`config.mk`:
```
export PLATFORM = sky130hd
export DESIGN_NAME = unidade_controle_flat
export DESIGN_NICKNAME = d
export VERILOG_FILES = /design/src/rtl/unidade_controle_if.sv /design/src/rtl/unidade_controle.sv /design/src/flat_wrapper.sv
export SDC_FILE = /design/constraint.sdc
export NUM_CORES = 1
export LEC_CHECK = 0
export ABC_AREA = 1
export CORE_ASPECT_RATIO = 0.8
export CORE_UTILIZATION = 33
export CTS_BUF_LIST = sky130_fd_sc_hd__clkbuf_8
export DETAILED_ROUTE_END_ITERATION = 6
export GPL_TIMING_DRIVEN = 0
export PLACE_DENSITY = 0.73
export SLEW_MARGIN = 25
export SYNTH_ARGS = -nofsm -noshare
export SYNTH_HDL_FRONTEND = slang
export SYNTH_SLANG_ARGS = --single-unit
export TNS_END_PERCENT = 20
```
`constraint.sdc`:
```
create_clock -name Clock -period 2.76 [get_ports Clock]
set_input_delay 0.414 -clock Clock [delete_from_list [all_inputs] [get_ports Clock]]
set_output_delay 0.414 -clock Clock [all_outputs]
set_load 0.03 [all_outputs]
```
`src/rtl/unidade_controle_if.sv`:
```
// unidade_controle_if: groups the control unit's datapath/memory signals.
//   master : control unit side (drives selects, enables and memory requests;
//            receives Instrucao, Zero and MemPronto)
//   slave  : datapath/memory side (the mirror image)
interface unidade_controle_if #(
    parameter int NUM_OPS = 3
);
    logic [15:0]        Instrucao;
    logic               Zero;
    logic               MemPronto;
    logic               MemLe;
    logic               MemEscreve;
    logic               SelEndMem;
    logic               EscreveIR;
    logic               EscrevePC;
    logic [1:0]         SelPC;
    logic               SelRegDestino;
    logic               SelULA_B;
    logic [NUM_OPS-1:0] OpULA;
    logic               SelDadoReg;
    logic               EscreveReg;
    logic               Parado;
    logic               Erro;

    modport master (
        input  Instrucao, Zero, MemPronto,
        output MemLe, MemEscreve, SelEndMem, EscreveIR, EscrevePC, SelPC,
               SelRegDestino, SelULA_B, OpULA, SelDadoReg, EscreveReg,
               Parado, Erro
    );

    modport slave (
        output Instrucao, Zero, MemPronto,
        input  MemLe, MemEscreve, SelEndMem, EscreveIR, EscrevePC, SelPC,
               SelRegDestino, SelULA_B, OpULA, SelDadoReg, EscreveReg,
               Parado, Erro
    );
endinterface

```
`src/rtl/unidade_controle.sv`:
```
// unidade_controle: multicycle control FSM for the 8-bit processor.
// Sequences fetch, decode, execute, memory and write-back, drives every
// datapath select and owns all write enables.
//   Clock : rising-edge clock
//   Reset : synchronous, active-high; forces BUSCA and zeroes all outputs
//   ctrl  : unidade_controle_if.master (Instrucao/Zero/MemPronto in,
//           memory requests, selects, enables, Parado/Erro out)
module unidade_controle #(
    parameter int LARGURA_OP = 4,
    parameter int NUM_OPS    = 3
) (
    input logic                Clock,
    input logic                Reset,
    unidade_controle_if.master ctrl
);
    typedef enum logic [2:0] {
        BUSCA, DECODIFICA, EXECUTA, MEMORIA, ESCRITA, PARADO
    } estado_t;

    localparam logic [LARGURA_OP-1:0] OP_NOP  = LARGURA_OP'(0);
    localparam logic [LARGURA_OP-1:0] OP_ADD  = LARGURA_OP'(1);
    localparam logic [LARGURA_OP-1:0] OP_SUB  = LARGURA_OP'(2);
    localparam logic [LARGURA_OP-1:0] OP_AND  = LARGURA_OP'(3);
    localparam logic [LARGURA_OP-1:0] OP_OR   = LARGURA_OP'(4);
    localparam logic [LARGURA_OP-1:0] OP_ADDI = LARGURA_OP'(5);
    localparam logic [LARGURA_OP-1:0] OP_LW   = LARGURA_OP'(6);
    localparam logic [LARGURA_OP-1:0] OP_SW   = LARGURA_OP'(7);
    localparam logic [LARGURA_OP-1:0] OP_BEQ  = LARGURA_OP'(8);
    localparam logic [LARGURA_OP-1:0] OP_JMP  = LARGURA_OP'(9);
    localparam logic [LARGURA_OP-1:0] OP_HALT = LARGURA_OP'(15);

    estado_t               estado, proximo;
    logic [LARGURA_OP-1:0] opcode_in, opcode_q;
    logic                  erro_q, erro_dec;

    logic                  mem_le, mem_escreve, sel_end_mem;
    logic                  escreve_ir, escreve_pc;
    logic [1:0]            sel_pc;
    logic                  sel_reg_destino, sel_ula_b;
    logic [NUM_OPS-1:0]    op_ula;
    logic                  sel_dado_reg, escreve_reg;

    // Only the opcode field matters here; register/immediate fields feed the datapath.
    logic unused_campos;
    assign unused_campos = ^ctrl.Instrucao[15-LARGURA_OP:0];
    assign opcode_in     = ctrl.Instrucao[15 -: LARGURA_OP];

    always_ff @(posedge Clock) begin
        if (Reset) begin
            estado   <= BUSCA;
            opcode_q <= '0;
            erro_q   <= 1'b0;
        end else begin
            estado <= proximo;
            // IR is stable only in DECODIFICA; later phases use this copy.
            if (estado == DECODIFICA) begin
                opcode_q <= opcode_in;
            end
            if (erro_dec) begin
                erro_q <= 1'b1;
            end
        end
    end

    always_comb begin
        proximo         = estado;
        mem_le          = 1'b0;
        mem_escreve     = 1'b0;
        sel_end_mem     = 1'b0;
        escreve_ir      = 1'b0;
        escreve_pc      = 1'b0;
        sel_pc          = 2'd0;
        sel_reg_destino = 1'b0;
        sel_ula_b       = 1'b0;
        op_ula          = '0;
        sel_dado_reg    = 1'b0;
        escreve_reg     = 1'b0;
        erro_dec        = 1'b0;

        case (estado)
            BUSCA: begin
                mem_le = 1'b1;
                if (ctrl.MemPronto) begin
                    escreve_ir = 1'b1;
                    escreve_pc = 1'b1;
                    proximo    = DECODIFICA;
                end
            end
            DECODIFICA: begin
                case (opcode_in)
                    OP_NOP: proximo = BUSCA;
                    OP_ADD, OP_SUB, OP_AND, OP_OR,
                    OP_ADDI, OP_LW, OP_SW, OP_BEQ: proximo = EXECUTA;
                    OP_JMP: begin
                        escreve_pc = 1'b1;
                        sel_pc     = 2'd2;
                        proximo    = BUSCA;
                    end
                    OP_HALT: proximo = PARADO;
                    default: begin
                        erro_dec = 1'b1;
                        proximo  = PARADO;
                    end
                endcase
            end
            EXECUTA: begin
                case (opcode_q)
                    OP_SUB, OP_BEQ: op_ula = NUM_OPS'(1);
                    OP_AND:         op_ula = NUM_OPS'(2);
                    OP_OR:          op_ula = NUM_OPS'(3);
                    default:        op_ula = NUM_OPS'(0);
                endcase
                sel_ula_b = (opcode_q == OP_ADDI) || (opcode_q == OP_LW) ||
                            (opcode_q == OP_SW);
                if (opcode_q == OP_BEQ) begin
                    if (ctrl.Zero) begin
                        escreve_pc = 1'b1;
                        sel_pc     = 2'd1;
                    end
                    proximo = BUSCA;
                end else if ((opcode_q == OP_LW) || (opcode_q == OP_SW)) begin
                    proximo = MEMORIA;
                end else begin
                    proximo = ESCRITA;
                end
            end
            MEMORIA: begin
                sel_end_mem = 1'b1;
                mem_le      = (opcode_q == OP_LW);
                mem_escreve = (opcode_q == OP_SW);
                if (ctrl.MemPronto) begin
                    proximo = (opcode_q == OP_LW) ? ESCRITA : BUSCA;
                end
            end
            ESCRITA: begin
                escreve_reg     = 1'b1;
                sel_reg_destino = (opcode_q == OP_ADDI) || (opcode_q == OP_LW);
                sel_dado_reg    = (opcode_q == OP_LW);
                proximo         = BUSCA;
            end
            PARADO:  proximo = PARADO;
            default: proximo = BUSCA;
        endcase
    end

    // Reset masks the decoded outputs so everything reads 0 while it is held.
    always_comb begin
        ctrl.MemLe         = !Reset && mem_le;
        ctrl.MemEscreve    = !Reset && mem_escreve;
        ctrl.SelEndMem     = !Reset && sel_end_mem;
        ctrl.EscreveIR     = !Reset && escreve_ir;
        ctrl.EscrevePC     = !Reset && escreve_pc;
        ctrl.SelPC         = Reset ? 2'd0 : sel_pc;
        ctrl.SelRegDestino = !Reset && sel_reg_destino;
        ctrl.SelULA_B      = !Reset && sel_ula_b;
        ctrl.OpULA         = Reset ? '0 : op_ula;
        ctrl.SelDadoReg    = !Reset && sel_dado_reg;
        ctrl.EscreveReg    = !Reset && escreve_reg;
        ctrl.Parado        = !Reset && (estado == PARADO);
        ctrl.Erro          = !Reset && (erro_q || erro_dec);
    end
endmodule

```
`src/flat_wrapper.sv`:
```
// flat-port wrapper written by rule: the top's interface ports become plain ports
module unidade_controle_flat 
#(
    parameter int LARGURA_OP = 4,
    parameter int NUM_OPS    = 3
)
  (Clock, Reset, ctrl_Instrucao, ctrl_Zero, ctrl_MemPronto, ctrl_MemLe, ctrl_MemEscreve, ctrl_SelEndMem, ctrl_EscreveIR, ctrl_EscrevePC, ctrl_SelPC, ctrl_SelRegDestino, ctrl_SelULA_B, ctrl_OpULA, ctrl_SelDadoReg, ctrl_EscreveReg, ctrl_Parado, ctrl_Erro);
  unidade_controle_if #(.NUM_OPS(NUM_OPS)) ctrl_i ();
  input logic Clock;
  input logic Reset;
  input wire logic [$bits(ctrl_i.Instrucao)-1:0] ctrl_Instrucao;
  input wire logic [$bits(ctrl_i.Zero)-1:0] ctrl_Zero;
  input wire logic [$bits(ctrl_i.MemPronto)-1:0] ctrl_MemPronto;
  output wire logic [$bits(ctrl_i.MemLe)-1:0] ctrl_MemLe;
  output wire logic [$bits(ctrl_i.MemEscreve)-1:0] ctrl_MemEscreve;
  output wire logic [$bits(ctrl_i.SelEndMem)-1:0] ctrl_SelEndMem;
  output wire logic [$bits(ctrl_i.EscreveIR)-1:0] ctrl_EscreveIR;
  output wire logic [$bits(ctrl_i.EscrevePC)-1:0] ctrl_EscrevePC;
  output wire logic [$bits(ctrl_i.SelPC)-1:0] ctrl_SelPC;
  output wire logic [$bits(ctrl_i.SelRegDestino)-1:0] ctrl_SelRegDestino;
  output wire logic [$bits(ctrl_i.SelULA_B)-1:0] ctrl_SelULA_B;
  output wire logic [$bits(ctrl_i.OpULA)-1:0] ctrl_OpULA;
  output wire logic [$bits(ctrl_i.SelDadoReg)-1:0] ctrl_SelDadoReg;
  output wire logic [$bits(ctrl_i.EscreveReg)-1:0] ctrl_EscreveReg;
  output wire logic [$bits(ctrl_i.Parado)-1:0] ctrl_Parado;
  output wire logic [$bits(ctrl_i.Erro)-1:0] ctrl_Erro;
  assign ctrl_i.Instrucao = ctrl_Instrucao;
  assign ctrl_i.Zero = ctrl_Zero;
  assign ctrl_i.MemPronto = ctrl_MemPronto;
  assign ctrl_MemLe = ctrl_i.MemLe;
  assign ctrl_MemEscreve = ctrl_i.MemEscreve;
  assign ctrl_SelEndMem = ctrl_i.SelEndMem;
  assign ctrl_EscreveIR = ctrl_i.EscreveIR;
  assign ctrl_EscrevePC = ctrl_i.EscrevePC;
  assign ctrl_SelPC = ctrl_i.SelPC;
  assign ctrl_SelRegDestino = ctrl_i.SelRegDestino;
  assign ctrl_SelULA_B = ctrl_i.SelULA_B;
  assign ctrl_OpULA = ctrl_i.OpULA;
  assign ctrl_SelDadoReg = ctrl_i.SelDadoReg;
  assign ctrl_EscreveReg = ctrl_i.EscreveReg;
  assign ctrl_Parado = ctrl_i.Parado;
  assign ctrl_Erro = ctrl_i.Erro;
  unidade_controle #(.LARGURA_OP(LARGURA_OP), .NUM_OPS(NUM_OPS)) u_core (.Clock(Clock), .Reset(Reset), .ctrl(ctrl_i));
endmodule
```
==> flow_summary.ini <==
[sta]
fmax_mhz = 398
final_max_slew_viol_count = 0
finClkSkew_ns = 0.000553
fin_crit_sh = 0.911
period_minus_slack_ns = 2.51
rsz0062_at_grt = false
hold_viol = 0
setup_violations = 0
final.setup.tns_ns = 0

[final_layout]
final_cell_mix = nand2_1 (24), clkdlybuf4s50_1 (21), inv_1 (19)
area_growth_pct = 44.1
nets = 157
drive_above_1_share = 0.0963
final_common_cell = nand2_1
finalNonFillerCells = 157
fillers = 186
diodes = 0

[power_and_ir_drop]
swShare = 0.437
ir_worst_vdd_mv = 0.305
p_seq_frac = 0.305
p_clk_frac = 0.226
p_leak_uw = 0.000438
pwr-share-comb = 0.469
switching_power_uw = 274
p_int_uw = 353
powerDensity_nw_per_um2 = 688

[die]
rows = 13
initial_core_util = 0.371
die_h_um = 41.2
die-area_um2 = 2100
ios = 36
dieWidth_um = 51.0
core_region_area_um2 = 1710

[cts]
cts_buffers = 3
worstSkewPairLatency_ns = 0.23
tritoncts = yes
post_cts_buffers = 0
clockBufferDepth = 2
htreeDepth = 1
cts_resized = 0
clk_pin_slew_ns = 0.04
clock_sinks = 8
ctsHoldBuffers = 0
cts_root_buf = clkbuf_8

[placed_design]
place.gp.congestion = 0.776
dp.cells = 154
port_buffers = 21
post-dp-hpwl_mm = 1.26

[route]
drt_wl_total_mm = 1.54
vias = 760
drt_iter0_drc = 4
ant_nets = 0
routed_via_density = 4.84
drc = 0
routedWlPerCell_um = 9.80
dr.pass1.iters = 4

[worst_setup_path]
cpPeakStageDelay_ns = 0.67
worstPathCellList = clkdlybuf4s50_1 -> inv_1 -> nand2_1 -> nor2_1 -> nand2_1 -> nand2_1 -> nor2_1 -> nor2_1 -> clkdlybuf4s50_1
path_class = primary input to output port
startpoint_type = primary input
cp.arrival_ns = 2.10
slowest_stage = clkdlybuf4s50_1
critPathMaxFanout = 3
crit_path_end_kind = output port
worstPathRequired_ns = 2.35

[global_route]
grt_pass1_vias = 637
antenna_found_initial = 0
grt_use_total = 0.171
grt_pass1_wl_mm = 2.55
grt_start_max_net_pins = 11
grt_remaining_overflow = 0

[flow_run]
drv_cap = 0

[synth]
syn_area_um2 = 633
ys_ff_latch = 8
synthesis.nets = 131
synth-seq-area-share = 0.253
syn_avg_cell_area_um2 = 5.70
yosys_warnings = 0
netlist_instances = 111
ys_types = 19

[outcome]
outcome = complete, no violations

[worst_hold_path]
hold_path.class = primary input to flip-flop
==> registers in the layout, indices dropped and copies added (netlist names) <==
signal           flops
u_core.opcode_q      4
u_core.estado        3
u_core.erro_q        1
==> through the flow <==
step	total power, uW	util	setup WS, ns	area, um2	hold slack, ns
after floorplan	401	-	0.801	633	0.435
after global placement	481	0.510	0.261	871	0.447
after detailed placement	486	0.510	0.248	871	0.453
after CTS	628	0.534	0.244	912	0.436
after global routing	677	0.534	0.115	912	0.459
final	628	0.534	0.245	912	0.432
==> final timing paths <==
kind,startpoint,endpoint,slack [ns],cells past startpoint
setup / recovery,ctrl_Instrucao[14],ctrl_EscrevePC,0.25,9
hold / removal,Reset,u_core.opcode_q[3],0.43,2
setup reg to reg,u_core.estado[0],u_core.opcode_q[0],1.60,5
hold reg to reg,u_core.erro_q,u_core.erro_q,0.46,2
==> metal layers <==
metal	track usage	share of wire	vias up
li1	-	-	397
met1	0.212	0.50	336
met2	0.289	0.43	22
met3	0.0222	0.047	5
met4	0.111	0.019	0
met5	0	0	-
==> cells in the mapped netlist (all sizes together) <==
cell	number	share of area
dfxtp	8	0.25
or2	1	0.0099
inv	20	0.12
nor3	4	0.032
nand3	16	0.14
o21ai	3	0.024
nand4	2	0.020
o21bai	1	0.012
a21oi	7	0.055
buf	2	0.024
conb	1	0.0059
nand2	26	0.16
nor2	19	0.13
a31oi	1	0.0099
==> cell families after synthesis <==
group	count (synthesis)	synth area share
buffers and inverters	22	0.142
AO/OA/AOI/OAI	12	0.101
AND/OR/NAND/NOR	68	0.498
other	1	0.00592
flip-flops	8	0.253
==> layout make-up <==
cell class,count,area [um2],share of cell area
Timing Repair Buffer,21,210,0.230
Clock buffer,3,41.3,0.0453
Inverter,20,75.1,0.0823
Tap cell,22,27.5,0.0302
Buffer,2,15.0,0.0165
Sequential cell,8,160,0.176
Multi-Input combinational cell,81,383,0.420
==> critical path, delay by kind of cell <==
family	cells	cell delay [ns]
and+or+nand+nor	6	0.47
buffers and inverters	3	1.22
==> power by group through the flow <==
stage          Clock (uW)  Combinational, uW  Sequential, uW
4_1_cts               142                296             190
3_3_place_gp            0                290             191
5_1_grt               148                333             196
2_1_floorplan           0                219             182
6_report              142                295             191
3_5_place_dp            0                295             192
Power figures use the tool's default switching activity.
